## src/rtl/diff_scan_ctrl_pkg.sv

```systemverilog
// rtl/diff_scan_ctrl_pkg.sv - shared widths and state encoding for the difference scanner
// Contents:
//   DEF_WIDTH / DEF_IDXW : default operand width and index width (log2 of width)
//   state_t              : controller state encoding
package diff_scan_ctrl_pkg;

    localparam int DEF_WIDTH = 32;
    localparam int DEF_IDXW  = 5;

    typedef enum logic [1:0] {
        IDLE = 2'd0,
        SCAN = 2'd1,
        DONE = 2'd2
    } state_t;

endpackage

```

## src/rtl/diff_scan_ctrl_if.sv

```systemverilog
// rtl/diff_scan_ctrl_if.sv - control, operand and index-handshake bundle of the difference scanner
// Signals:
//   start, a, b             : scan request and operands (driven by master)
//   idx_ready               : consumer accepts idx (driven by master)
//   busy, idx_valid, idx    : scan status and index stream (driven by slave)
//   done, eq, count, first_idx : completion pulse and scan summary (driven by slave)
interface diff_scan_ctrl_if
    import diff_scan_ctrl_pkg::*;
#(
    parameter int WIDTH = DEF_WIDTH,
    parameter int IDXW  = DEF_IDXW
);
    logic             start;
    logic [WIDTH-1:0] a;
    logic [WIDTH-1:0] b;
    logic             busy;
    logic             idx_valid;
    logic [IDXW-1:0]  idx;
    logic             idx_ready;
    logic             done;
    logic             eq;
    logic [IDXW:0]    count;
    logic [IDXW-1:0]  first_idx;

    modport master (
        output start, a, b, idx_ready,
        input  busy, idx_valid, idx, done, eq, count, first_idx
    );

    modport slave (
        input  start, a, b, idx_ready,
        output busy, idx_valid, idx, done, eq, count, first_idx
    );
endinterface

```

## src/rtl/diff_scan_ctrl_lsb_encoder.sv

```systemverilog
// rtl/diff_scan_ctrl_lsb_encoder.sv - binary index of the lowest set bit of a vector
// Ports:
//   x   in  WIDTH : vector to search
//   idx out IDXW  : position of the lowest set bit of x, 0 when x is 0
module lsb_encoder #(
    parameter int WIDTH = 32,
    parameter int IDXW  = 5
) (
    input  logic [WIDTH-1:0] x,
    output logic [IDXW-1:0]  idx
);
    logic [WIDTH-1:0] iso;

    // Two's-complement trick leaves only the lowest set bit (one-hot or zero).
    assign iso = x & ~(x - WIDTH'(1));

    // One-hot to binary: OR together the positions of the (single) set bit.
    always_comb begin
        idx = '0;
        for (int i = 0; i < WIDTH; i++) begin
            if (iso[i]) begin
                idx = idx | IDXW'(i);
            end
        end
    end
endmodule

```

## src/rtl/diff_scan_ctrl.sv

```systemverilog
// rtl/diff_scan_ctrl.sv - sequenced scan of all bit positions where two operands differ
// Ports:
//   clk   : rising-edge clock
//   rst_n : asynchronous active-low reset
//   bus   : slave side of diff_scan_ctrl_if (start/a/b in, index stream and summary out)
module diff_scan_ctrl
    import diff_scan_ctrl_pkg::*;
#(
    parameter int WIDTH = DEF_WIDTH,
    parameter int IDXW  = DEF_IDXW
) (
    input  logic             clk,
    input  logic             rst_n,
    diff_scan_ctrl_if.slave  bus
);
    state_t           state;
    logic [WIDTH-1:0] mask;
    logic [WIDTH-1:0] mask_next;
    logic [IDXW-1:0]  low_idx;
    logic [IDXW:0]    count_q;
    logic [IDXW-1:0]  first_idx_q;
    logic             eq_q;

    lsb_encoder #(
        .WIDTH (WIDTH),
        .IDXW  (IDXW)
    ) u_lsb_encoder (
        .x   (mask),
        .idx (low_idx)
    );

    // Mask with the index currently on offer removed.
    assign mask_next = mask & (mask - WIDTH'(1));

    always_ff @(posedge clk or negedge rst_n) begin
        if (!rst_n) begin
            state       <= IDLE;
            mask        <= '0;
            count_q     <= '0;
            first_idx_q <= '0;
            eq_q        <= 1'b0;
        end else begin
            case (state)
                IDLE: begin
                    if (bus.start) begin
                        mask        <= bus.a ^ bus.b;
                        eq_q        <= (bus.a == bus.b);
                        count_q     <= '0;
                        first_idx_q <= '0;
                        state       <= (bus.a == bus.b) ? DONE : SCAN;
                    end
                end
                SCAN: begin
                    if (bus.idx_ready) begin
                        mask    <= mask_next;
                        count_q <= count_q + (IDXW+1)'(1);
                        if (count_q == '0) begin
                            first_idx_q <= low_idx;
                        end
                        if (mask_next == '0) begin
                            state <= DONE;
                        end
                    end
                end
                DONE: begin
                    state <= IDLE;
                end
                default: begin
                    state <= IDLE;
                end
            endcase
        end
    end

    // Status outputs decode the state register directly, so they carry no
    // combinational path from any input.
    assign bus.busy      = (state != IDLE);
    assign bus.idx_valid = (state == SCAN);
    assign bus.done      = (state == DONE);
    assign bus.idx       = (state == SCAN) ? low_idx : '0;
    assign bus.count     = count_q;
    assign bus.first_idx = first_idx_q;
    assign bus.eq        = eq_q;
endmodule

```

## src/flat_wrapper.sv

```systemverilog
// flat-port wrapper written by rule: the top's interface ports become plain ports
module diff_scan_ctrl_flat import diff_scan_ctrl_pkg::*;
#(
    parameter int WIDTH = DEF_WIDTH,
    parameter int IDXW  = DEF_IDXW
)
  (clk, rst_n, bus_start, bus_a, bus_b, bus_idx_ready, bus_busy, bus_idx_valid, bus_idx, bus_done, bus_eq, bus_count, bus_first_idx);
  diff_scan_ctrl_if #(.WIDTH(WIDTH), .IDXW(IDXW)) bus_i ();
  input  logic clk;
  input  logic rst_n;
  input wire logic [$bits(bus_i.start)-1:0] bus_start;
  input wire logic [$bits(bus_i.a)-1:0] bus_a;
  input wire logic [$bits(bus_i.b)-1:0] bus_b;
  input wire logic [$bits(bus_i.idx_ready)-1:0] bus_idx_ready;
  output wire logic [$bits(bus_i.busy)-1:0] bus_busy;
  output wire logic [$bits(bus_i.idx_valid)-1:0] bus_idx_valid;
  output wire logic [$bits(bus_i.idx)-1:0] bus_idx;
  output wire logic [$bits(bus_i.done)-1:0] bus_done;
  output wire logic [$bits(bus_i.eq)-1:0] bus_eq;
  output wire logic [$bits(bus_i.count)-1:0] bus_count;
  output wire logic [$bits(bus_i.first_idx)-1:0] bus_first_idx;
  assign bus_i.start = bus_start;
  assign bus_i.a = bus_a;
  assign bus_i.b = bus_b;
  assign bus_i.idx_ready = bus_idx_ready;
  assign bus_busy = bus_i.busy;
  assign bus_idx_valid = bus_i.idx_valid;
  assign bus_idx = bus_i.idx;
  assign bus_done = bus_i.done;
  assign bus_eq = bus_i.eq;
  assign bus_count = bus_i.count;
  assign bus_first_idx = bus_i.first_idx;
  diff_scan_ctrl #(.WIDTH(WIDTH), .IDXW(IDXW)) u_core (.clk(clk), .rst_n(rst_n), .bus(bus_i));
endmodule
```

## config.mk

```make
export PLATFORM = sky130hd
export DESIGN_NAME = diff_scan_ctrl_flat
export DESIGN_NICKNAME = d
export VERILOG_FILES = /design/src/rtl/diff_scan_ctrl_pkg.sv /design/src/rtl/diff_scan_ctrl_if.sv /design/src/rtl/diff_scan_ctrl_lsb_encoder.sv /design/src/rtl/diff_scan_ctrl.sv /design/src/flat_wrapper.sv
export SDC_FILE = /design/constraint.sdc
export NUM_CORES = 1
export LEC_CHECK = 0
export BUFFER_PORTS_ARGS = -buffer_cell sky130_fd_sc_hd__buf_2
export CORE_MARGIN = 2
export CORE_UTILIZATION = 57
export CTS_BUF_LIST = sky130_fd_sc_hd__clkbuf_4
export CTS_CLUSTER_SIZE = 28
export DETAILED_ROUTE_END_ITERATION = 8
export PLACE_DENSITY = 0.94
export SYNTH_ARGS = -nofsm -noshare
export SYNTH_HDL_FRONTEND = slang
export SYNTH_SLANG_ARGS = --single-unit
export TNS_END_PERCENT = 20
```

## constraint.sdc

```tcl
create_clock -name clk -period 3.54 [get_ports clk]
set_input_delay 0.354 -clock clk [delete_from_list [all_inputs] [get_ports clk]]
set_output_delay 0.354 -clock clk [all_outputs]
set_load 0.02 [all_outputs]
```

# Word-level counts from Yosys, hierarchy flattened
# Cells that the tools add are included.
# word_totals
regBits	46
input_bits	68
# classes
add_sub_neg	2
n_eq_ne	7
muxes	61
bitwise_logic	4
reduce_logical	9
# ops
cell	n
32-bit 2-to-1 mux	4
5-bit 2-to-1 mux	24
32-bit AND	2
32-bit case mux with 2 select lines	1
32-bit == test	1
32-bit zero test	1
4-bit 2-to-1 mux	8
32-bit NOT	1
32-bit by 1-bit subtractor with 32-bit output (second input constant)	1
32-bit XOR	1
6-bit 2-to-1 mux	4
2-bit 2-to-1 mux	10
3-bit 2-to-1 mux	4
6-bit case mux with 2 select lines	1
5-bit case mux with 2 select lines	1
6-bit by 1-bit adder with 6-bit output (second input constant)	1
6-bit zero test	1
3-bit AND reduction	2
2-bit by 1-bit inequality test with 1-bit output (second input constant)	2
2-bit inequality test (second input constant)	2
2-bit case mux with 2 select lines	1
4-bit AND reduction	1
2-bit nonzero test	2
1-bit 2-to-1 mux	3
other kinds (4)	4

# Longest topological paths before layout
# logic_depth
depth_word	40
mapped_depth	8
mapped_depth_nobuf	7

# Hierarchy
# From an unflattened synthesis, not the netlist that was laid out.
# hier_totals
cells_unflattened	410
area_unflattened_um2	3454.6
# by_module_without_submodules
module	n_inst	cells_each	area_per_inst_um2	seq_area_each_um2
diff_scan_ctrl	1	334	2922.8	1151.1
lsb_encoder	1	76	531.8	0.0

# Worst setup path before layout
# OpenSTA, ideal clock, no wires.
# synth_path
kind	reg2out
from	register u_core.mask[25]
to	output port bus_idx[2]
arrival_time_ps	2246
required_ps	3186
slack_ps	940
path_stages_with_launch	6
n_path_buf	0
path_cell_list	dfrtp_1 > or4_4 > or4b_4 > nor4_2 > a221oi_1 > a31oi_1
# synth_between
elab_chain_cells	8
# synth_lines
element	line_no	text
start: declaration	diff_scan_ctrl.sv:17	logic [WIDTH-1:0] mask;
start signal: assignment	diff_scan_ctrl.sv:46	mask <= bus.a ^ bus.b;
start signal: assignment	diff_scan_ctrl.sv:55	mask <= mask_next;
32-bit by 1-bit subtractor with 32-bit output *	diff_scan_ctrl_lsb_encoder.sv:15	assign iso = x & ~(x - WIDTH'(1));
32-bit NOT *	diff_scan_ctrl_lsb_encoder.sv:15	
32-bit AND *	diff_scan_ctrl_lsb_encoder.sv:15	
5-bit 2-to-1 mux (3 in a row)	diff_scan_ctrl_lsb_encoder.sv:21	if (iso[i]) begin
5-bit 2-to-1 mux *	diff_scan_ctrl_lsb_encoder.sv:21	
5-bit 2-to-1 mux *	diff_scan_ctrl.sv:80	assign bus.idx = (state == SCAN) ? low_idx : '0;
end: declaration	flat_wrapper.sv:17	output wire logic [$bits(bus_i.idx)-1:0] bus_idx;
# Every way passes the cells marked *; elsewhere a longest branch is shown, timed or not.

# Worst setup path in the final report
# layout_path
from	register u_core.mask[16]
to	output port bus_idx[4]
# layout_between
elab_chain_cells	20
# layout_lines
element	line_no
32-bit by 1-bit subtractor with 32-bit output	diff_scan_ctrl_lsb_encoder.sv:15
32-bit NOT	diff_scan_ctrl_lsb_encoder.sv:15
32-bit AND *	diff_scan_ctrl_lsb_encoder.sv:15
5-bit 2-to-1 mux (15 in a row)	diff_scan_ctrl_lsb_encoder.sv:21
5-bit 2-to-1 mux *	diff_scan_ctrl_lsb_encoder.sv:21
5-bit 2-to-1 mux *	diff_scan_ctrl.sv:80
# Marks and branches as above.

==> impl_metrics.env <==
export IMPL_status="finished clean"
export IMPL_gp_congestion=0.9936
export IMPL_yosys_area_top_type="dfrtp_1"
export IMPL_die_area_um2=6501
export IMPL_crit_family="simple AND/OR/NAND/NOR gates"
export IMPL_cts_resized=0
export IMPL_post_route_period_util_pct=93.93
export IMPL_pre_cts_ws_ns=0.6976
export IMPL_via_count=3541
export IMPL_rsz0062_at_grt="false"
export IMPL_numPortBuffers=87
export IMPL_drtIter0Drc=484
export IMPL_syn_area_um2=3347
export IMPL_cpMostUsedCell="nor3_1"
export IMPL_fin_crit_ns=3.325
export IMPL_grt_ovfl_total=0
export IMPL_synth_edff_count=0
export IMPL_final_nets=536
export IMPL_grt_max_degree=47
export IMPL_first_global_vias=3356
export IMPL_finalMaxSlewViolations=0
export IMPL_cts_htree_levels=2
export IMPL_clk_latency_ns=0.37
export IMPL_cts_tree="done"
export IMPL_fin_ws_ns=0.2148
export IMPL_grt_pass1_wl_um=17210
export IMPL_final_setup_tns_ns=0
export IMPL_r2r_end="u_core.state[0]$_DFFE_PN0P_"
export IMPL_cts_buffer_depth=2
export IMPL_drcViolationCount=0
export IMPL_synth_seq_cells=46
export IMPL_crit_fanout=9
export IMPL_initial_core_util_pct=60.04
export IMPL_yosysUniqueCellTypes=62
export IMPL_fillCellCount=453
export IMPL_cp_start_kind="register"
export IMPL_die_height_um=80.63
export IMPL_cts_hold_buf=0
export IMPL_core_region_area_um2=5574
export IMPL_crit_path_cell_trace="nor3_1 -> buf_4 -> nand3_2 -> nor3_1 -> a21oi_1 -> a41oi_2 -> buf_2"
export IMPL_setup_viol=0
export IMPL_maxCapViolCount=0
export IMPL_grt_use_total_pct=35.35
export IMPL_maxSlewHeadroom_pct=31.49
export IMPL_synthArstFlopShare_pct=100.0
export IMPL_ys_top_cells_by_area="dfrtp_1 (34%), xor2_1 (8.9%), a22o_1 (6.8%), o21ai_0 (6.0%), nand2_1 (3.0%)"
export IMPL_path_class="reg2out"
export IMPL_antenna_cells=0
export IMPL_required_ns=3.19
export IMPL_hpwl_um=8405
export IMPL_fin_skew_ns=0.01886
export IMPL_cp_depth=7
export IMPL_syn_to_final_growth_pct=17.42
export IMPL_cts_setup_buffers=0
export IMPL_synth_net_count=454
export IMPL_layout_core_utilization_pct=70.51
export IMPL_hp_class="in2async"
export IMPL_drt_first_pass_iters=5
export IMPL_yosysMostFrequentCell="dfrtp_1"
export IMPL_critPathBufInv=2
export IMPL_synth_top_cells_by_count="dfrtp_1 (46), o21ai_0 (40), xor2_1 (34)"
export IMPL_power_density_nw_per_um2=1029
export IMPL_yosysTopAreaCellShare_pct=34.39
export IMPL_synth_seq_area_share_pct=34.39
export IMPL_detail_route_wl_per_cell_um=20.39
export IMPL_cts_sinks=46
export IMPL_postRouteAntennaNets=0
export IMPL_rr_worst_depth=8
export IMPL_boundaryPins=88
export IMPL_slowest_delay_ns=0.56
export IMPL_cts_reportedPaths_clkPinSlew_ns=0.15
export IMPL_synthFlopType="dfrtp_1"
export IMPL_critPathSlowestCell="nor3_1"
export IMPL_yosys_warnings=0
export IMPL_ir_worst_vdd_v=0.0007565
export IMPL_cp_arrival_ns=2.97
export IMPL_num_rows=27
export IMPL_fp_dieW_um=80.63
export IMPL_fmax_ghz=0.3007
export IMPL_avgSynthCellArea_um2=8.716
export IMPL_cts_buffers=5
export IMPL_clock_root_buffer="clkbuf_4"
export IMPL_wirelength_um=10990
export IMPL_end_kind="output port"
export IMPL_tightest_slew_ns=1.028
export IMPL_leakagePower_nw=1.781
export IMPL_antenna_found_initial=0
export IMPL_viasPerCell=6.570
export IMPL_r2r_start="u_core.mask[3]$_DFFE_PN0P_"
export IMPL_post_route_cells_drive_above_1_share_pct=28.05
export IMPL_postSynthCellCount=384
export IMPL_hold_viol_final=0
export IMPL_reg2reg_slack_ns=0.79
## where the power goes
part / leakage, nW / internal [mW] / switching, mW / total, mW
Sequential: 0.596 / 0.723 / 0.350 / 1.07
Combinational: 1.14 / 0.990 / 1.64 / 2.63
Clock: 0.0419 / 0.157 / 0.180 / 0.337
Total: 1.78 / 1.87 / 2.17 / 4.04
## metal layers
layer | routed length [µm] | vias to the layer above | global-route usage [%]
li1 | - | 1617 | -
met1 | 4415 | 1657 | 46.61
met2 | 5133 | 230 | 56.58
met3 | 1099 | 37 | 7.528
met4 | 340 | 0 | 13.73
met5 | 0 | - | 0
## layout by cell type, fill, tap and decap left out, drive strengths merged, types with 2 or more instances in the layout
cell	instances
a31oi	5
a21o	4
a41oi	2
o31ai	6
or4b	2
nor2b	2
a22o	27
a21oi	20
nand4b	2
mux2	5
and3	3
or3	4
a211oi	4
or2	3
a22oi	2
inv	19
o41ai	2
nand4	8
nand3	10
ha	2
o221a	2
o21ai	41
and2	2
a2111oi	3
o211ai	2
nor3	13
dfrtp	46
nor2	23
o22ai	3
nor4	20
clkbuf	6
nand2	27
xor2	34
nor3b	2
or4	3
buf	95
## metrics by stage
stage / power, mW / std cells / hold slack, ns / cell area, µm²
floorplan: 2.849 / 384 / 0.05841 / 3347
global placement: 3.600 / 531 / 0.4632 / 3841
detailed placement: 3.622 / 531 / 0.4696 / 3841
CTS: 3.969 / 539 / 0.1719 / 3924
global route: 4.319 / 539 / 0.2250 / 3930
finish: 4.044 / 539 / 0.1376 / 3930
## worst register-to-register path, cell delays in order (launching register included)
cell,delay (ns)
dfrtp_1,0.49
nor4_4,0.34
buf_4,0.24
nand4_2,0.23
buf_4,0.25
nor3b_1,0.36
o21ai_1,0.12
or3_1,0.34
o31a_1,0.29
## how the worst max path moves through the flow
| stage | startpoint | end | slack, ns |
|---|---|---|---|
| floorplan | u_core.mask[25]$_DFFE_PN0P_ | bus_idx[2] | 0.94 |
| global placement | u_core.mask[25]$_DFFE_PN0P_ | bus_idx[1] | 0.68 |
| detailed placement | u_core.mask[25]$_DFFE_PN0P_ | bus_idx[2] | 0.70 |
| CTS | u_core.mask[25]$_DFFE_PN0P_ | bus_idx[2] | 0.27 |
| global route | u_core.mask[7]$_DFFE_PN0P_ | bus_idx[0] | 0.02 |
| finish | u_core.mask[16]$_DFFE_PN0P_ | bus_idx[4] | 0.21 |
## registers in the layout, summed over array words and instances (netlist names)
name and flops:
u_core.bus.count 6, u_core.bus.eq 1, u_core.state 2, u_core.bus.first_idx 5, u_core.mask 32
## area by class of cell
type                       count  area [µm²]  area share (%)
clock buffer                   6       45.04           1.146
clock inverter                 2       37.54          0.9551
sequential                    46        1151           29.29
timing repair buffer          95       495.5           12.61
tap                           72       90.09           2.292
multi-input combinational    299        2039           51.89
inverter                      19       71.32           1.815
## cell families (layout without fill, tap and decap cells)
family / after synthesis / after routing / synth area share (%)
compound gates: 131 / 131 / 27.07
simple gates: 126 / 126 / 22.09
flops: 46 / 46 / 34.39
buf+inv: 39 / 122 / 4.860
xor+xnor: 35 / 35 / 9.159
mux: 5 / 5 / 1.682
fa+ha+maj: 2 / 2 / 0.7475
Power figures use the tool's default switching activity.
